**config.mk**
```make
export PLATFORM = sky130hd
export DESIGN_NAME = float_div_pipeline
export DESIGN_NICKNAME = d
export VERILOG_FILES = /design/src/rtl/float_div_pipeline_pkg.sv /design/src/rtl/float_div_step.sv /design/src/rtl/float_div_pipeline.sv
export SDC_FILE = /design/constraint.sdc
export NUM_CORES = 1
export LEC_CHECK = 0
export ABC_AREA = 1
export BUFFER_PORTS_ARGS = -buffer_cell sky130_fd_sc_hd__buf_2
export CORE_UTILIZATION = 25
export CTS_CLUSTER_DIAMETER = 150
export DETAILED_ROUTE_END_ITERATION = 8
export GPL_TIMING_DRIVEN = 0
export REMOVE_ABC_BUFFERS = 1
export SLEW_MARGIN = 20
export SYNTH_ARGS = -nofsm -noshare
export SYNTH_HDL_FRONTEND = slang
export SYNTH_SLANG_ARGS = --single-unit
```
**constraint.sdc**
```tcl
create_clock -name clk -period 2.6 [get_ports clk]
set_input_delay 0 -clock clk [delete_from_list [all_inputs] [get_ports clk]]
set_output_delay 0 -clock clk [all_outputs]
set_load 0.005 [all_outputs]
```
**src/rtl/float_div_pipeline_pkg.sv**
```systemverilog
// Shared single-precision float constants, the divider state encoding and a field view of a float word.
package float_div_pipeline_pkg;

  localparam int FLOAT_WIDTH      = 32;
  localparam int FLOAT_EXP_WIDTH  = 8;
  localparam int FLOAT_MANT_WIDTH = 23;
  localparam int FLOAT_BIAS       = 127;

  typedef enum logic [1:0] {
    ST_IDLE = 2'd0,
    ST_DIV  = 2'd1,
    ST_NORM = 2'd2
  } state_e;

  typedef struct packed {
    logic                        sign;
    logic [FLOAT_EXP_WIDTH-1:0]  exp;
    logic [FLOAT_MANT_WIDTH-1:0] mant;
  } float_t;

endpackage

```
**src/rtl/float_div_step.sv**
```systemverilog
// One restoring-division step: subtract the divisor when it fits, emit the quotient bit, shift the remainder.
module float_div_step
  import float_div_pipeline_pkg::*;
#(
  parameter int MANT_W = FLOAT_MANT_WIDTH
) (
  input  logic [MANT_W+1:0] rem,
  input  logic [MANT_W:0]   mb,
  output logic [MANT_W+1:0] next_rem,
  output logic              q_bit
);

  logic [MANT_W+1:0] mb_ext;
  logic [MANT_W+1:0] diff;

  always_comb begin
    mb_ext   = {1'b0, mb};
    q_bit    = (rem >= mb_ext);
    diff     = q_bit ? (rem - mb_ext) : rem;
    next_rem = diff << 1;
  end

endmodule

```
**src/rtl/float_div_pipeline.sv**
```systemverilog
// Multi-cycle float divider: req sampled in IDLE, 25 restoring steps, one normalise cycle, one-cycle ack.
// Zero/denormal operands are flushed and answered on the sampling edge; result is truncated and saturated.
module float_div_pipeline
  import float_div_pipeline_pkg::*;
#(
  parameter int float_width      = FLOAT_WIDTH,
  parameter int float_exp_width  = FLOAT_EXP_WIDTH,
  parameter int float_mant_width = FLOAT_MANT_WIDTH
) (
  input  logic                   clk,
  input  logic                   rst,
  input  logic                   req,
  input  logic [float_width-1:0] a,
  input  logic [float_width-1:0] b,
  output logic                   ack,
  output logic [float_width-1:0] out
);

  localparam int MW    = float_mant_width;
  localparam int EW    = float_exp_width;
  localparam int SEW   = EW + 2;
  localparam int STEPS = MW + 2;
  localparam int CW    = $clog2(STEPS);
  localparam logic signed [SEW-1:0] EXP_SAT  = SEW'((1 << EW) - 1);
  localparam logic signed [SEW-1:0] EXP_ONE  = SEW'(1);
  localparam logic signed [SEW-1:0] EXP_ZERO = '0;

  state_e                 state_q, state_d;
  logic [MW:0]            ma, mb_q, mb_d;
  logic [MW+1:0]          rem_q, rem_d, q_q, q_d, step_rem;
  logic                   step_bit;
  logic signed [SEW-1:0]  exp_q, exp_d, exp_n;
  logic                   sign_q, sign_d;
  logic [CW-1:0]          cnt_q, cnt_d;
  logic                   ack_d;
  logic [float_width-1:0] out_d;
  logic [MW-1:0]          mant_n;
  logic [EW-1:0]          a_exp, b_exp;

  assign a_exp = a[MW +: EW];
  assign b_exp = b[MW +: EW];

  float_div_step #(.MANT_W(MW)) u_step (
    .rem      (rem_q),
    .mb       (mb_q),
    .next_rem (step_rem),
    .q_bit    (step_bit)
  );

  always_comb begin
    state_d = state_q;
    mb_d    = mb_q;
    rem_d   = rem_q;
    q_d     = q_q;
    exp_d   = exp_q;
    sign_d  = sign_q;
    cnt_d   = cnt_q;
    ack_d   = 1'b0;
    out_d   = '0;
    ma      = {1'b1, a[MW-1:0]};
    exp_n   = exp_q;
    mant_n  = '0;
    unique case (state_q)
      ST_IDLE: begin
        if (req) begin
          // Zero dividend takes priority over zero divisor, so 0/0 yields +0.
          if (a_exp == '0) begin
            ack_d = 1'b1;
          end else if (b_exp == '0) begin
            ack_d = 1'b1;
            out_d = {a[float_width-1] ^ b[float_width-1], {EW{1'b1}}, {MW{1'b0}}};
          end else begin
            mb_d    = {1'b1, b[MW-1:0]};
            rem_d   = {1'b0, ma};
            q_d     = '0;
            sign_d  = a[float_width-1] ^ b[float_width-1];
            exp_d   = SEW'(a_exp) - SEW'(b_exp) + SEW'(FLOAT_BIAS);
            cnt_d   = '0;
            state_d = ST_DIV;
          end
        end
      end
      ST_DIV: begin
        rem_d = step_rem;
        q_d   = {q_q[MW:0], step_bit};
        cnt_d = cnt_q + CW'(1);
        if (cnt_q == CW'(STEPS - 1)) state_d = ST_NORM;
      end
      ST_NORM: begin
        if (q_q[MW+1]) begin
          mant_n = q_q[MW:1];
        end else begin
          mant_n = q_q[MW-1:0];
          exp_n  = exp_q - EXP_ONE;
        end
        if (exp_n >= EXP_SAT)       out_d = {sign_q, {EW{1'b1}}, {MW{1'b0}}};
        else if (exp_n <= EXP_ZERO) out_d = '0;
        else                        out_d = {sign_q, exp_n[EW-1:0], mant_n};
        ack_d   = 1'b1;
        state_d = ST_IDLE;
      end
      default: state_d = ST_IDLE;
    endcase
  end

  always_ff @(posedge clk) begin
    if (rst) begin
      state_q <= ST_IDLE;
      mb_q    <= '0;
      rem_q   <= '0;
      q_q     <= '0;
      exp_q   <= '0;
      sign_q  <= 1'b0;
      cnt_q   <= '0;
      ack     <= 1'b0;
      out     <= '0;
    end else begin
      state_q <= state_d;
      mb_q    <= mb_d;
      rem_q   <= rem_d;
      q_q     <= q_d;
      exp_q   <= exp_d;
      sign_q  <= sign_d;
      cnt_q   <= cnt_d;
      ack     <= ack_d;
      out     <= out_d;
    end
  end

endmodule

```
==> results.ini, run 1 <==
[finish]
drive_gt1_share_pct = 15.9
fill_cells = 3209
nets = 1329
area_growth_pct = 28.6
fin_util_pct = 32.8
layout.cells.non_filler = 1628

[run_status]
status = completed

[grt]
track_usage_pct = 14.3
grt_antenna_before_repair = 1
grt_overflow = 0
grt_max_degree = 72
grt_pass1_wl_um = 35100
first_global_vias = 7060

[routing]
drc = 0
vias = 7468
vias_per_cell = 4.59
drt-initial-drc-count = 434
dr.pass1.iters = 5
wl_per_cell_um = 13.3
wl_um = 21700
ant_nets = 0

[yosys]
synth_edf_count = 0
ys_seq_area_share_pct = 33.1
ys_ff_latch = 125
syn-cell-area_um2 = 7570
synthFlopType = dfxtp_1
syn_avg_cell_area_um2 = 7.00
synthCells = 1081
ys_types = 48
yosys_warnings = 0
synthArstFlopShare_pct = 0

[floorplanning]
start_util_pct = 25.5
coreArea_um2 = 29700
dieWidth_um = 176
ios = 100
die_area_um2 = 31000
die_h_um = 176
rows = 63

[timing]
fin_setup_tns_ns = 0
finalCritPeriodShare_pct = 94.8
rsz0062_at_grt = true
hold_violations = 0
hold_ws_ns = 0.0423
drv_slew = 0
min_period_ns = 2.46
slew_headroom_pct = 47.0
worstMarginPinSlew_ns = 0.793
finalClockSkew_ns = 0.0115
setup_viol = 0
max_clock_freq_ghz = 0.406

[min_path]
min_path_type = primary input to flop

[clocking]
cts_tree = built
clkTransAtPathRegs_ns = 0.06
cts.htree.levels = 4
cts_sinks = 125
root_buffer = clkbuf_16
clock_latency_ns = 0.43
cts_buffer_depth = 2
numCtsBuffers = 17

[critical_path]
cp.arrival_ns = 2.77
worstSetupStartpointType = flop
worstPathMaxFanout = 19
cp-end-kind = flop
cp_data_required_time_ns = 2.90
criticalPathCategory = flop to flop

[power_and_ir_drop]
vdd.ir_drop.worst_uv = 447
p_total_uw = 7430
p_leak_uw = 0.00430
power_density_nw_per_um2 = 764

[placement]
port-buffer-count = 99
placed_cells = 1529
gp_congestion = 0.869
dp_hpwl_um = 15300

[job]
drv_cap = 0

metal layers:
metal,track usage [%],part of all wire [%],up-vias
met1,17.8,47,3433
met3,2.80,3.7,21
met4,3.73,1.2,0
li1,-,-,3875
met2,24.9,48,139
met5,0,0,-
metrics by stage:
stage	setup WS [ns]	instance area, µm²
finish	0.135	9730
global route	-0.0237	9730
CTS	0.0303	9600
detailed placement	-0.376	8420
global placement	-1.59	8340
floorplan	0.0122	7360
Yosys cell counts (7+ instances only):
cell / instances / area [µm²]
o32ai_1: 24 / 210
o21ai_0: 71 / 355
nand3b_1: 7 / 52.6
nand2_1: 230 / 863
inv_1: 162 / 608
nor2_4: 22 / 248
dfxtp_1: 125 / 2500
nand4_1: 26 / 163
a22oi_1: 19 / 143
a21oi_1: 122 / 611
nand3_1: 54 / 270
nor2_1: 65 / 244
clkbuf_1: 31 / 116
xor2_1: 13 / 114
nor3_1: 9 / 45.0
ha_1: 36 / 450
xnor2_1: 9 / 78.8
cell families (layout without fill, tap and decap cells):
family          after synthesis  in the layout  share of synthesized area, %
mux                           1              1                         0.132
flops                       125            125                          33.1
other cells                   0              1                             0
buf+inv                     211            365                          11.1
compound gates              255            255                          19.4
simple gates                428            430                          27.1
fa+ha+maj                    38             38                          6.48
xor+xnor                     23             23                          2.76
critical path: stages, from the launching register on:
cell	delay [ns]
dfxtp_1	0.37
inv_1	0.07
ha_1	0.34
nand2_1	0.11
o21ai_4	0.24
nand2_1	0.08
nand2_1	0.17
nand2_1	0.09
nand2_2	0.15
nand2_8	0.16
nand3_4	0.18
buf_4	0.16
nand2_1	0.07
nand3_1	0.08
a21oi_1	0.06
placed cells by master, fill, tap and decap left out, types with 4 or more instances in the layout:
master / count
dlygate4sd3_1: 50
nand3_1: 54
buf_4: 13
nor2_1: 62
o21bai_1: 6
nor2_4: 23
dfxtp_1: 124
xnor2_1: 9
a21oi_1: 121
nand2_2: 5
nand4_1: 26
nand3b_1: 7
clkbuf_16: 17
inv_1: 160
ha_1: 36
o32ai_1: 24
a22oi_1: 19
nand3_4: 4
nand2_1: 228
buf_2: 98
nor3_1: 9
inv_2: 5
o21ai_0: 71
xor2_1: 13
power breakdown:
group | total, µW | switching [µW] | internal, µW
logic | 2850 | 1820 | 1030
clock network | 2440 | 923 | 1510
registers | 2150 | 96.4 | 2050
registers in the layout (all words and copies together), names as in the netlist:
signal   count
out         32
q_q         25
rem_q       25
mb_q        24
exp_q       10
cnt_q        5
state_q      2
ack          1
sign_q       1
final cells by class:
cell class	count	area (µm²)	share of cell area (%)
repair buffers	166	1190	12.2
inverters	167	629	6.47
clock buffers	19	433	4.45
flip-flops and latches	125	2500	25.7
multi-input cells	747	4320	44.4
clock inverters	13	164	1.68
well taps	390	488	5.01
diodes	1	2.50	0.0257
final timing paths:
check                              start         to  slack (ns)  cells past startpoint
worst min register to register  mb_q[22]   mb_q[22]        0.46                      2
worst max-delay path             mb_q[1]  rem_q[21]        0.14                     14
worst max register to register   mb_q[1]  rem_q[21]        0.14                     14
worst min-delay path                 req        ack        0.04                      5
timing repair:
action	CTS	global route
buffers inserted	5	9
gates resized for setup	5	6
cloned	2	0
endpoints found under the hold margin	48	0
hold buffers	50	0
setup endpoints to repair	48	55
pin swaps	3	1
Note: power is estimated with default switching activity, not from simulation.
==> run 2: changes to the inputs <==
--- a/config.mk
+++ b/config.mk
@@ -5,7 +5,6 @@
 export SDC_FILE = /design/constraint.sdc
 export NUM_CORES = 1
 export LEC_CHECK = 0
-export ABC_AREA = 1
 export BUFFER_PORTS_ARGS = -buffer_cell sky130_fd_sc_hd__buf_2
 export CORE_UTILIZATION = 25
 export CTS_CLUSTER_DIAMETER = 150
==> run 2 against run 1 <==
Against the previous run:
- the run now ends with negative setup slack left
- critical path depth decreased by 4
- global-route usage decreased by 1.0 points
- clock-buffer cell count decreased by 1
- largest cell class unchanged
- highest routed layer unchanged
- via count decreased by 21%
==> results.ini, run 2 <==
[power_and_ir_drop]
pwr-share-comb_pct = 35.7
p_total_uw = 7240
p_sw_uw = 2370
p_sw_share_pct = 32.8
p_seq_share_pct = 29.6
pwr-share-clk_pct = 34.7
power_density_nw_per_um2 = 799
p_int_uw = 4870
vdd.ir_drop.worst_uv = 393
p_leak_uw = 0.00366

[min_path]
min_path_type = primary input to flop
whs_path_depth = 4
hold_start = a[21]
hold_end = rem_q[21]

[critical_path]
r2r-end = out[13]
cp_data_required_time_ns = 2.96
cp.arrival_ns = 2.99
worstPathMaxFanout = 5
criticalPathCategory = flop to flop
worstSetupStartpointType = flop
rr_worst_depth = 10
rrSetupSlack_ns = -0.03
cp-end-kind = flop
timing.rr.start = exp_q[2]

[finish]
area_growth_pct = 37.9
mostFrequentLayoutCell = dfxtp_1
drive_gt1_share_pct = 25.8
antennaDiodeCount = 0
largest_reg_flops = 32
fin_util_pct = 35.6
fill_cells = 2576
nets = 1017
top_register = out
top_regs = out: 32 flops, q_q: 25 flops, rem_q: 25 flops
mostFrequentLayoutCells = 116 x dfxtp_1, 98 x buf_2, 76 x nand2_1

[grt]
grt_antenna_before_repair = 0
grt_pass1_wl_um = 28100
track_usage_pct = 13.3
grt_max_degree = 75
grt_overflow = 0
first_global_vias = 5685

[yosys]
syn_avg_cell_area_um2 = 8.69
synthFlopType = dfxtp_1
synth_top_area_cell = dfxtp_1
netlist_top_cells_count = 125 x dfxtp_1, 79 x nand2_1, 63 x nor2_1
yosysMostFrequentCell = dfxtp_1
synthTopCellsByArea = dfxtp_1 38%, mux2i_1 7.0%, ha_1 6.9%
yosys_warnings = 0
ys_types = 58
syn-cell-area_um2 = 6570
ys_ff_latch = 125
synth_top_area_share_pct = 38.1
synthCells = 756
synthArstFlopShare_pct = 0
ys_seq_area_share_pct = 38.1
synth_edf_count = 0

[placement]
dp_hpwl_um = 11100
port-buffer-count = 99
pre_cts_ws_ns = -0.514
gp_congestion = 0.813

[clocking]
cts_tree = built
cts_buffer_depth = 2
numCtsBuffers = 17
clkTransAtPathRegs_ns = 0.06
cts.htree.levels = 4
clock_latency_ns = 0.42
root_buffer = clkbuf_16
cts_sinks = 125

[floorplanning]
die_area_um2 = 26900
ios = 100
start_util_pct = 25.8
die_h_um = 164
coreArea_um2 = 25500
rows = 58
dieWidth_um = 164

[timing]
setup_viol = 11
worstMarginPinSlew_ns = 1.04
finalCritPeriodShare_pct = 101
fin_ws_ns = -0.0251
finalClockSkew_ns = 0.00773
rsz0062_at_grt = true
max_clock_freq_ghz = 0.381
slew_headroom_pct = 30.4
min_period_ns = 2.63
hold_violations = 0
hold_ws_ns = 0.0229
drv_slew = 0

[routing]
wl_um = 17900
vias = 5883
ant_nets = 0
vias_per_cell = 4.69
wl_per_cell_um = 14.3
drc = 0
drt-initial-drc-count = 392
dr.pass1.iters = 5

[job]
drv_cap = 0

[run_status]
violations = negative setup slack
status = complete, but fails checks

run 2: cell types whose count changed after synthesis, sizes merged, moves of 45 or more:
cell   delta
o21ai    -55
inv     -122
nand2   -155
nand3    -50
a21oi    -63
mux2i    +45
run 2: cell type report:
type | instances | area, µm² | area share (%)
Clock buffer | 18 | 439 | 4.85
Inverter | 44 | 165 | 1.82
Timing Repair Buffer | 174 | 1220 | 13.5
Sequential cell | 125 | 2520 | 27.9
Multi-Input combinational cell | 550 | 4120 | 45.4
Clock inverter | 14 | 181 | 2.00
Tap cell | 330 | 413 | 4.56
run 2: layer usage:
metal / vias up / GRT usage, % / part of all wire [%]
met1: 2734 / 16.9 / 47
met3: 14 / 3.06 / 3.9
met4: 0 / 3.66 / 0.96
li1: 3014 / - / -
met5: - / 0 / 0
met2: 121 / 22.2 / 48
run 2: worst max-delay path: stages, from the launching register on:
cell and delay [ns]:
dfxtp_4 0.34, or4_4 0.55, nor3_4 0.15, nand2_2 0.09, nor3_2 0.13, xnor2_1 0.16
nand3b_1 0.16, a41oi_2 0.25, buf_4 0.18, or3b_4 0.43, nor2_1 0.11
run 2: what timing repair did:
| item | 4_1_cts | 5_1_grt |
|---|---|---|
| hold endpoints to repair | 46 | 0 |
| hold buffers | 47 | 0 |
| setup buffers | 15 | 9 |
| cloned | 2 | 2 |
| endpoints found under the setup margin | 49 | 56 |
| pin swaps | 24 | 25 |
| resized for setup | 28 | 65 |
run 2: metrics by stage:
step,cells,instance area (µm²),setup TNS [ns]
after global placement,1146,7280,-105.00
final,1255,9060,-0.146
after global routing,1255,9060,-3.81
after CTS,1244,8670,-0.847
after detailed placement,1149,7380,-21.06
after floorplan,717,6380,-37.62
run 2: how the worst max path moves through the flow:
stage	start	to	slack, ns	cells past startpoint
floorplan	mb_q[1]	rem_q[23]	-1.17	11
global placement	mb_q[1]	rem_q[23]	-2.33	11
detailed placement	mb_q[1]	rem_q[12]	-0.51	12
CTS	exp_q[0]	out[30]	-0.05	10
global route	exp_q[2]	out[13]	-0.14	10
finish	exp_q[2]	out[13]	-0.03	10
run 2: kinds of logic (layout without fill, tap and decap cells):
| group | Yosys count | in the layout | synth area share (%) |
|---|---|---|---|
| and+or+nand+nor | 215 | 217 | 15.3 |
| xor gates and xnor gates | 40 | 40 | 5.33 |
| AOI/OAI and AO/OA | 209 | 209 | 21.4 |
| buffers and inverters | 83 | 250 | 5.48 |
| DFF | 125 | 125 | 38.1 |
| muxes | 46 | 46 | 7.01 |
| adders and majority gates | 38 | 38 | 7.46 |
run 2: power by group through the flow:
stage	Sequential, µW	Combinational, µW	Clock (µW)
floorplan	2140	1560	0
global placement	2160	1970	0
detailed placement	2170	2020	0
CTS	2120	2270	2560
global route	2160	2820	2670
finish	2140	2580	2510
==> run 3: changes to the inputs <==
--- a/config.mk
+++ b/config.mk
@@ -6,10 +6,14 @@
 export NUM_CORES = 1
 export LEC_CHECK = 0
 export BUFFER_PORTS_ARGS = -buffer_cell sky130_fd_sc_hd__buf_2
+export CELL_PAD_IN_SITES_DETAIL_PLACEMENT = 0
+export CELL_PAD_IN_SITES_GLOBAL_PLACEMENT = 1
 export CORE_UTILIZATION = 25
+export CTS_BUF_LIST = sky130_fd_sc_hd__clkbuf_2
 export CTS_CLUSTER_DIAMETER = 150
 export DETAILED_ROUTE_END_ITERATION = 8
 export GPL_TIMING_DRIVEN = 0
+export PLACE_DENSITY_LB_ADDON = 0.1
 export REMOVE_ABC_BUFFERS = 1
 export SLEW_MARGIN = 20
 export SYNTH_ARGS = -nofsm -noshare
==> run 3 against run 2 <==
Against the previous run:
- the run still ends with negative setup slack left
- clock power decreased by 43%
- critical path depth is the same
- combinational power rose by 9.3%
- via count grew 5.5%
- first-iteration DRC count is 41% lower
- critical endpoint is now out[21]
==> results.ini, run 3 (same netlist as run 2, synthesis figures left out) <==
[critical_path]
cp.arrival_ns = 3.37
rrSetupSlack_ns = -0.11
cp_data_required_time_ns = 3.26
criticalPathCategory = flop to flop
timing.rr.start = exp_q[2]
cp-end-kind = flop
worstSetupStartpoint = exp_q[2]
r2r-end = out[21]
worstSetupStartpointType = flop
worstPathMaxFanout = 6
rr_worst_depth = 10

[min_path]
whs_path_depth = 7
min_path_type = primary input to flop
hold_start = b[24]
hold_end = exp_q[3]

[timing]
max_clock_freq_ghz = 0.368
hold_ws_ns = 0.0518
rsz0062_at_grt = true
drv_slew = 0
finalClockSkew_ns = 0.0355
fin_ws_ns = -0.114
hold_violations = 0
finalCritPeriodShare_pct = 104
min_period_ns = 2.71
worstMarginPinSlew_ns = 1.11
slew_headroom_pct = 26.2
setup_viol = 19

[power_and_ir_drop]
power_density_nw_per_um2 = 670
p_leak_uw = 0.00391
vdd.ir_drop.worst_uv = 251
p_total_uw = 6400

[grt]
grt_overflow = 0
first_global_vias = 6320
grt_pass1_wl_um = 31400
grt_max_degree = 51
track_usage_pct = 14.8
grt_antenna_before_repair = 1

[finish]
largest_reg_flops = 32
mostFrequentLayoutCells = 117 x dlygate4sd3_1, 106 x dfxtp_1, 98 x buf_2
layout.cells.non_filler = 1328
nets = 1089
mostFrequentLayoutCell = dlygate4sd3_1
top_register = out
top_regs = out: 32 flops, q_q: 25 flops, rem_q: 25 flops
area_growth_pct = 45.4
fin_util_pct = 37.5
drive_gt1_share_pct = 26.3

[floorplanning]
start_util_pct = 25.8
coreArea_um2 = 25500
die_h_um = 164
dieWidth_um = 164
rows = 58
ios = 100
die_area_um2 = 26900

[routing]
wl_um = 19500
drc = 0
vias = 6208
ant_nets = 0
wl_per_cell_um = 14.7
drt-initial-drc-count = 230
vias_per_cell = 4.67
dr.pass1.iters = 4

[clocking]
clkTransAtPathRegs_ns = 0.24
cts_sinks = 125
cts.htree.levels = 4
cts_buffer_depth = 2
clock_latency_ns = 0.72
cts_tree = built
numCtsBuffers = 17
root_buffer = clkbuf_2

[placement]
placed_cells = 1152
port-buffer-count = 99
dp_hpwl_um = 12500
gp_congestion = 0.753

[run_status]
status = complete, but fails checks
violations = negative setup slack

[job]
drv_cap = 0

==> run 3: cell count changes in the layout (fill, tap and decap cells not counted), sizes merged <==
cell,delta
inv,+5
diode,+1
clkbuf,-1
bufinv,-1
or3b,+1
clkinv,-3
dlygate4sd3,+70
buf,+1
==> run 3: worst max-delay path by stage <==
| stage | cells after the start | endpoint |
|---|---|---|
| 4_1_cts | 10 | out[22] |
| 5_1_grt | 10 | out[8] |
| 6_report | 10 | out[21] |
| 3_3_place_gp | 11 | rem_q[23] |
| 2_1_floorplan | 11 | rem_q[23] |
| 3_5_place_dp | 12 | rem_q[3] |
==> run 3: critical path, cell delays in order (launching register included) <==
cell and delay (ns):
dfxtp_4 0.40, or4_4 0.55, nor3_4 0.16, nand2_2 0.10, nor3_2 0.13, xnor2_1 0.16
nand3b_1 0.14, a41oi_2 0.26, buf_4 0.18, or3b_4 0.45, nor2_1 0.12
==> run 3: final cells by class <==
cell class,count,area [µm²]
clock buffer,17,85.1
inverter,44,165
fill,2631,15900
antenna,1,2.50
timing repair buffer,245,1980
multi-input combinational,551,4180
tap,330,413
clock inverter,15,193
sequential,125,2530
==> run 3: what timing repair did <==
item / CTS / global route
endpoints found under the hold margin: 84 / 0
pin swaps: 15 / 31
gates resized for setup: 46 / 76
cloned: 3 / 2
setup endpoints to repair: 55 / 59
hold buffers: 118 / 0
buffers inserted: 15 / 7
==> run 3: per-layer routing <==
layer / track usage [%] / vias to the layer above / share of wire (%)
met1: 19.5 / 2956 / 49
met2: 24.6 / 80 / 47
met3: 2.85 / 8 / 2.7
li1: - / 3164 / -
met4: 3.96 / 0 / 0.80
met5: 0 / - / 0
==> run 3: metrics by stage <==
stage | setup WS, ns | area, µm² | setup TNS [ns]
4_1_cts | -0.0687 | 9220 | -0.623
2_1_floorplan | -1.17 | 6380 | -37.62
3_3_place_gp | -2.59 | 7280 | -125.70
3_5_place_dp | -0.799 | 7450 | -30.48
6_report | -0.114 | 9550 | -1.27
5_1_grt | -0.230 | 9550 | -5.25
==> run 3: where the power goes <==
group          internal [µW]  switching [µW]
registers               2040             107
clock network            503             940
logic                   1420            1400
